$ cat src/rtl/dance_pkg.sv
// Shared types and constants for the LED chaser observer.
package dance_pkg;

  localparam int unsigned NUM_LEDS = 18;
  localparam int unsigned POS_W    = 5;

  typedef enum logic [1:0] {
    MODE_UNKNOWN = 2'd0,
    MODE_UP      = 2'd1,
    MODE_DOWN    = 2'd2,
    MODE_BOUNCE  = 2'd3
  } mode_t;

  typedef enum logic [1:0] {
    SMP_ONE,
    SMP_BLANK,
    SMP_MULTI
  } sample_t;

  typedef enum logic [1:0] {
    STEP_STAY,
    STEP_INC,
    STEP_DEC,
    STEP_JUMP
  } step_t;

endpackage

$ cat src/rtl/onehot_decode.sv
// Combinational classifier of the LED vector: lit index plus one/blank/multi flags.
module onehot_decode #(
  parameter int unsigned NUM_LEDS = dance_pkg::NUM_LEDS,
  parameter int unsigned POS_W    = dance_pkg::POS_W
) (
  input  logic [NUM_LEDS-1:0] led,
  output logic [POS_W-1:0]    idx,
  output logic                is_one,
  output logic                is_blank,
  output logic                is_multi
);

  logic seen;
  logic dup;

  always_comb begin
    idx  = '0;
    seen = 1'b0;
    dup  = 1'b0;
    for (int unsigned i = 0; i < NUM_LEDS; i++) begin
      if (led[i]) begin
        if (seen) dup = 1'b1;
        seen = 1'b1;
        idx  = POS_W'(i);
      end
    end
    is_one   = seen & ~dup;
    is_blank = ~seen;
    is_multi = dup;
  end

endmodule

$ cat src/rtl/dance_monitor.sv
// Watches the chaser LED bus: tracks lit position, infers chase mode, counts laps
// and latches a sticky flag on illegal patterns.
module dance_monitor #(
  parameter int unsigned NUM_LEDS = dance_pkg::NUM_LEDS,
  parameter int unsigned POS_W    = dance_pkg::POS_W
) (
  input  logic                Clock,
  input  logic                Resetn,
  input  logic [NUM_LEDS-1:0] led,
  input  logic                sample_en,
  input  logic                err_clr,
  output logic [POS_W-1:0]    position,
  output logic                valid,
  output logic [1:0]          mode,
  output logic                error,
  output logic [7:0]          lap_count
);

  import dance_pkg::*;

  localparam logic [POS_W-1:0] LAST = POS_W'(NUM_LEDS - 1);

  logic [POS_W-1:0] idx;
  logic             is_one, is_blank, is_multi;

  onehot_decode #(
    .NUM_LEDS(NUM_LEDS),
    .POS_W   (POS_W)
  ) u_decode (
    .led     (led),
    .idx     (idx),
    .is_one  (is_one),
    .is_blank(is_blank),
    .is_multi(is_multi)
  );

  mode_t            mode_q, mode_n;
  logic [POS_W-1:0] prev_q, prev_n;
  logic             valid_q, valid_n;
  logic             error_q;
  logic [7:0]       lap_q;
  logic             last_one_q, last_one_n;
  logic [1:0]       blank_q, blank_n;
  logic             run_armed_q, run_armed_n;
  logic             run_up_q, run_up_n;
  logic             bdir_up_q, bdir_up_n;
  logic             lap_inc;
  logic             new_err;
  sample_t          cls;
  step_t            step;
  logic             have_step;

  always_comb begin
    cls = SMP_MULTI;
    if (is_one) cls = SMP_ONE;
    else if (is_blank && !is_multi) cls = SMP_BLANK;

    step = STEP_JUMP;
    if (idx == prev_q) step = STEP_STAY;
    else if (idx == prev_q + 1'b1) step = STEP_INC;
    else if (idx + 1'b1 == prev_q) step = STEP_DEC;

    have_step = is_one & last_one_q;
  end

  // prev_q doubles as the position output: both hold the last ONE index.
  always_comb begin
    mode_n      = mode_q;
    prev_n      = prev_q;
    valid_n     = valid_q;
    last_one_n  = last_one_q;
    blank_n     = blank_q;
    run_armed_n = run_armed_q;
    run_up_n    = run_up_q;
    bdir_up_n   = bdir_up_q;
    lap_inc     = 1'b0;
    new_err     = 1'b0;

    if (sample_en) begin
      unique case (cls)
        SMP_MULTI: begin
          new_err     = 1'b1;
          valid_n     = 1'b0;
          mode_n      = MODE_UNKNOWN;
          last_one_n  = 1'b0;
          blank_n     = '0;
          run_armed_n = 1'b0;
        end
        SMP_BLANK: begin
          valid_n     = 1'b0;
          last_one_n  = 1'b0;
          run_armed_n = 1'b0;
          if (blank_q != 2'd0) begin
            mode_n  = MODE_UNKNOWN;
            blank_n = 2'd2;
          end else begin
            blank_n = 2'd1;
          end
        end
        SMP_ONE: begin
          prev_n      = idx;
          valid_n     = 1'b1;
          last_one_n  = 1'b1;
          blank_n     = '0;
          run_armed_n = 1'b0;
          unique case (mode_q)
            MODE_UNKNOWN: begin
              if (have_step && (step == STEP_INC || step == STEP_DEC)) begin
                if (run_armed_q && (run_up_q == (step == STEP_INC))) begin
                  mode_n = (step == STEP_INC) ? MODE_UP : MODE_DOWN;
                end else begin
                  run_armed_n = 1'b1;
                  run_up_n    = (step == STEP_INC);
                end
              end
            end
            MODE_UP: begin
              if (have_step) begin
                unique case (step)
                  STEP_STAY, STEP_INC: ;
                  STEP_DEC: begin
                    if (prev_q == LAST) begin
                      mode_n    = MODE_BOUNCE;
                      bdir_up_n = 1'b0;
                    end else begin
                      new_err = 1'b1;
                      mode_n  = MODE_UNKNOWN;
                    end
                  end
                  STEP_JUMP: begin
                    if (prev_q == LAST && idx == '0) lap_inc = 1'b1;
                    else begin
                      new_err = 1'b1;
                      mode_n  = MODE_UNKNOWN;
                    end
                  end
                endcase
              end else if (blank_q == 2'd1 && prev_q == LAST && idx == '0) begin
                lap_inc = 1'b1;
              end
            end
            MODE_DOWN: begin
              if (have_step) begin
                unique case (step)
                  STEP_STAY, STEP_DEC: ;
                  STEP_INC: begin
                    if (prev_q == '0) begin
                      mode_n    = MODE_BOUNCE;
                      bdir_up_n = 1'b1;
                    end else begin
                      new_err = 1'b1;
                      mode_n  = MODE_UNKNOWN;
                    end
                  end
                  STEP_JUMP: begin
                    if (prev_q == '0 && idx == LAST) lap_inc = 1'b1;
                    else begin
                      new_err = 1'b1;
                      mode_n  = MODE_UNKNOWN;
                    end
                  end
                endcase
              end else if (blank_q == 2'd1 && prev_q == '0 && idx == LAST) begin
                lap_inc = 1'b1;
              end
            end
            MODE_BOUNCE: begin
              if (have_step) begin
                unique case (step)
                  STEP_STAY: ;
                  STEP_INC: begin
                    if (!bdir_up_q) begin
                      if (prev_q == '0) begin
                        bdir_up_n = 1'b1;
                        lap_inc   = 1'b1;
                      end else begin
                        new_err = 1'b1;
                        mode_n  = MODE_UNKNOWN;
                      end
                    end
                  end
                  STEP_DEC: begin
                    if (bdir_up_q) begin
                      if (prev_q == LAST) bdir_up_n = 1'b0;
                      else begin
                        new_err = 1'b1;
                        mode_n  = MODE_UNKNOWN;
                      end
                    end
                  end
                  STEP_JUMP: begin
                    new_err = 1'b1;
                    mode_n  = MODE_UNKNOWN;
                  end
                endcase
              end
            end
          endcase
        end
        default: ;
      endcase
    end
  end

  always_ff @(posedge Clock or negedge Resetn) begin
    if (!Resetn) begin
      mode_q      <= MODE_UNKNOWN;
      prev_q      <= '0;
      valid_q     <= 1'b0;
      error_q     <= 1'b0;
      lap_q       <= '0;
      last_one_q  <= 1'b0;
      blank_q     <= '0;
      run_armed_q <= 1'b0;
      run_up_q    <= 1'b0;
      bdir_up_q   <= 1'b0;
    end else begin
      mode_q      <= mode_n;
      prev_q      <= prev_n;
      valid_q     <= valid_n;
      error_q     <= new_err | (error_q & ~err_clr);
      last_one_q  <= last_one_n;
      blank_q     <= blank_n;
      run_armed_q <= run_armed_n;
      run_up_q    <= run_up_n;
      bdir_up_q   <= bdir_up_n;
      if (lap_inc && lap_q != 8'hFF) lap_q <= lap_q + 8'd1;
    end
  end

  assign position  = prev_q;
  assign valid     = valid_q;
  assign mode      = mode_q;
  assign error     = error_q;
  assign lap_count = lap_q;

endmodule

$ cat config.mk
export PLATFORM = sky130hd
export DESIGN_NAME = dance_monitor
export DESIGN_NICKNAME = d
export VERILOG_FILES = /design/src/rtl/dance_pkg.sv /design/src/rtl/onehot_decode.sv /design/src/rtl/dance_monitor.sv
export SDC_FILE = /design/constraint.sdc
export NUM_CORES = 1
export LEC_CHECK = 0
export ABC_AREA = 1
export CAP_MARGIN = 25
export CELL_PAD_IN_SITES_DETAIL_PLACEMENT = 1
export CELL_PAD_IN_SITES_GLOBAL_PLACEMENT = 2
export CORE_MARGIN = 1
export CORE_UTILIZATION = 28
export CTS_BUF_LIST = sky130_fd_sc_hd__clkbuf_16
export DETAILED_ROUTE_END_ITERATION = 8
export PLACE_DENSITY = 0.86
export SLEW_MARGIN = 20
export SYNTH_ARGS = -nofsm -noshare
export SYNTH_HDL_FRONTEND = slang
export SYNTH_SLANG_ARGS = --single-unit
$ cat constraint.sdc
create_clock -name Clock -period 3.6 [get_ports Clock]
set_input_delay 1.08 -clock Clock [delete_from_list [all_inputs] [get_ports Clock]]
set_output_delay 1.08 -clock Clock [all_outputs]
set_load 0.05 [all_outputs]
==> results.yml <==
yosys:
  synth_seq_cells: 22
  postSynthCellCount: 343
  async_flop_share: 1.00
  muxShareOfSynthArea: 0
  syn_nets: 376
  netlist_top_cells_count: "nand2_1, inv_1, nor2_1, dfrtp_1, nand3_1"
  yosysTopAreaCell: "dfrtp_1"
  ys_types: 34
  post_synth_fa_ha_maj_area_fraction: 0.0627
  synth_most_common_cell: "nand2_1"
  synth_xor_area_frac: 0.0439
  yosys.area_share.simple: 0.383
  synth_area_um2: 2190
  netlist.area_leader.share: 0.251
  synth_edf_count: 0
  ys_top_cells_by_area: "dfrtp_1, nand2_1, inv_1, ha_1, nand3_1"
  seq_area_frac_synth: 0.251
  synth_top_family_by_area: "simple AND/OR/NAND/NOR gates"
  ys_warn_count: 0
  synth-compound-area-share: 0.146
  synth_top_flop_cell: "dfrtp_1"
  postSynthAreaPerCell_um2: 6.39
floorplan:
  die_x_um: 90.5
  initial_utilization: 0.296
  fp.dieH_um: 90.5
  die_area_um2: 8190
  pin_count: 39
  rows: 31
  fp.coreArea_um2: 7410
power:
  p_sw_frac: 0.286
  p_leak_uw: 0.00184
  clockPowerShare: 0.388
  power_frac_comb: 0.314
  power_uw: 842
  vdd.ir_drop.worst_uv: 166
  p_seq_frac: 0.298
  power_density_nw_per_um2: 215
  p_int_uw: 601
  power_switching_uw: 241
cells_and_area:
  nets: 517
  antennaDiodeCount: 0
  area_delta_synth_final_pct: 78.6
  finalNonFillerCells: 582
  nFillCells: 933
  drive_gt1_frac: 0.412
cts:
  cts_tree: "yes"
  numCtsBuffers: 3
  cts_num_sinks: 22
  clk_latency_ns: 0.26
  h-tree-depth: 1
  cts_buffer_depth: 2
  path_clk_slew_ns: 0.07
  root_buffer: "clkbuf_16"
placement:
  gp_congestion: 0.857
  hpwlAfterDp_um: 5820
  io_buffers: 38
  dp.cells: 538
worst_setup_path:
  path_cells: "clkdlybuf4s50_1 > nor2_2 > inv_1 > a21oi_4 > xnor2_2 > nor2_1 > nor4_2 > nand3_1 > nand2_2 > inv_1 > buf_4 > ha_4 > a21oi_4 > o221ai_4 > a221oi_2 > o21ai_1 > nand2_1 > nand2_2 > nand2_1 > o21ai_1"
  criticalPathCategory: "in2reg"
  max_stage_delay_ns: 0.44
  critPathArrivalTime_ns: 4.53
  cpMaxStageDelayCell: "clkdlybuf4s50_1"
  cp.required_ns: 3.75
  cp_max_fo: 4
  end_kind: "flop"
  startpoint_type: "primary input"
timing:
  rsz0062_at_grt: "yes"
  final-max-slew-violation-count: 0
  finalClockSkew_ns: 0.00468
  fin_ws_ns: -0.782
  relSlewSlack: 0.659
  finalSetupViolations: 14
  post-route-period-util: 1.22
  fmax_ghz: 0.228
  worstMarginPinSlew_ns: 0.510
  period_minus_slack_ns: 4.38
  hold_viol_final: 0
  hold-worst-slack_ns: 0.483
  fin_tns_setup_ns: -8.42
global_route:
  antenna_found_initial: 0
  grt_overflow: 0
  grt_pass1_vias: 3078
  grt_max_degree: 23
  grt_pass1_wl_um: 15000
  grt_use_total: 0.226
routing:
  post_drt_wl_per_cell_um: 16.3
  drtPass1Iterations: 4
  routed-wl-met2_um: 5070
  drt-met1-wl_um: 3920
  wl_um: 9470
  highest_layer: "met4"
  drtAntennaViolNets: 0
  met3_wirelength_um: 254
  drt_iter0_drc: 74
  vias: 2873
  viasPerCell: 4.94
  drc_errors: 0
run_status:
  violations: "setup timing"
  outcome: "finished with violations"
min_path:
  hp-class: "reg2reg"
job:
  drv_cap: 0
-- metal layers --
| layer | up-vias | global-route usage |
|---|---|---|
| met1 | 1417 | 0.258 |
| li1 | 1380 | - |
| met2 | 60 | 0.443 |
| met4 | 0 | 0.0444 |
| met3 | 16 | 0.0269 |
| met5 | - | 0 |
-- worst paths after layout --
check / endpoint / cells after the start / slack (ns) / from
max in group asynchronous: lap_count[7] / 2 / 2.19 / Resetn
min in group asynchronous: mode[1] / 2 / 1.17 / Resetn
worst min register to register: error / 2 / 0.48 / error
worst min-delay path: error / 2 / 0.48 / error
worst max-delay path: mode[1] / 20 / -0.78 / led[16]
worst max register to register: mode[1] / 20 / 0.21 / position[4]
-- registers in the layout, summed over array words and instances, names as in the netlist --
name,count
bdir_up_q,1
position,5
mode,2
error,1
lap_count,8
last_one_q,1
run_up_q,1
run_armed_q,1
blank_q,2
-- power by group through the flow --
| stage | Sequential (uW) | Clock (uW) | Combinational (uW) |
|---|---|---|---|
| 6_report | 251 | 327 | 264 |
| 5_1_grt | 251 | 337 | 283 |
| 4_1_cts | 251 | 330 | 233 |
| 3_5_place_dp | 256 | 0 | 194 |
| 3_3_place_gp | 255 | 0 | 190 |
| 2_1_floorplan | 258 | 0 | 89.9 |
-- worst max-delay path: cells and delay by family --
family / cells / cell delay (ns)
fa+ha+maj: 1 / 0.17
simple gates: 8 / 1.24
compound gates: 6 / 0.96
xor+xnor: 1 / 0.19
buf+inv: 4 / 0.87
-- kinds of logic (layout without fill, tap and decap cells) --
logic type / Yosys count / in the layout
simple gates: 179 / 179
buf+inv: 66 / 206
compound gates: 54 / 54
flops: 22 / 22
fa+ha+maj: 11 / 11
xor+xnor: 11 / 11
-- what timing repair did --
item	in CTS	in global routing
pin swaps	37	25
setup buffers	40	5
endpoints found under the hold margin	0	0
setup endpoints to repair	14	20
gates resized for setup	74	40
hold buffers	0	0
-- through the flow --
stage,setup slack [ns],util,cell area (um^2)
global placement,-1.20,0.435,3220
floorplan,-0.416,-,2280
CTS,-0.557,0.508,3760
finish,-0.782,0.529,3920
detailed placement,-1.34,0.435,3220
global route,-1.02,0.529,3920
-- cell usage in the layout (no fill, tap or decap), types with 5 or more instances in the layout --
master / n
nand3_1: 16
o21ai_1: 9
dfrtp_1: 22
buf_4: 90
a21oi_1: 11
dlygate4sd2_1: 7
nor2_2: 12
inv_2: 13
nand3_2: 8
buf_6: 11
ha_4: 5
o21ai_0: 8
nand2_2: 15
ha_1: 6
o22ai_1: 5
nand2_1: 82
nor2_1: 21
nor2_4: 6
xor2_1: 6
clkdlybuf4s50_1: 25
inv_1: 49
-- area by class of cell --
| class | count | area (um^2) | area share |
|---|---|---|---|
| multi-input cells | 255 | 1730 | 0.442 |
| repair buffers | 136 | 1140 | 0.292 |
| flip-flops and latches | 22 | 551 | 0.141 |
| inverters | 66 | 265 | 0.0677 |
| well taps | 99 | 124 | 0.0316 |
| clock buffers | 3 | 75.1 | 0.0192 |
| clock inverters | 1 | 30.0 | 0.00767 |
Power figures use the tool's default switching activity.
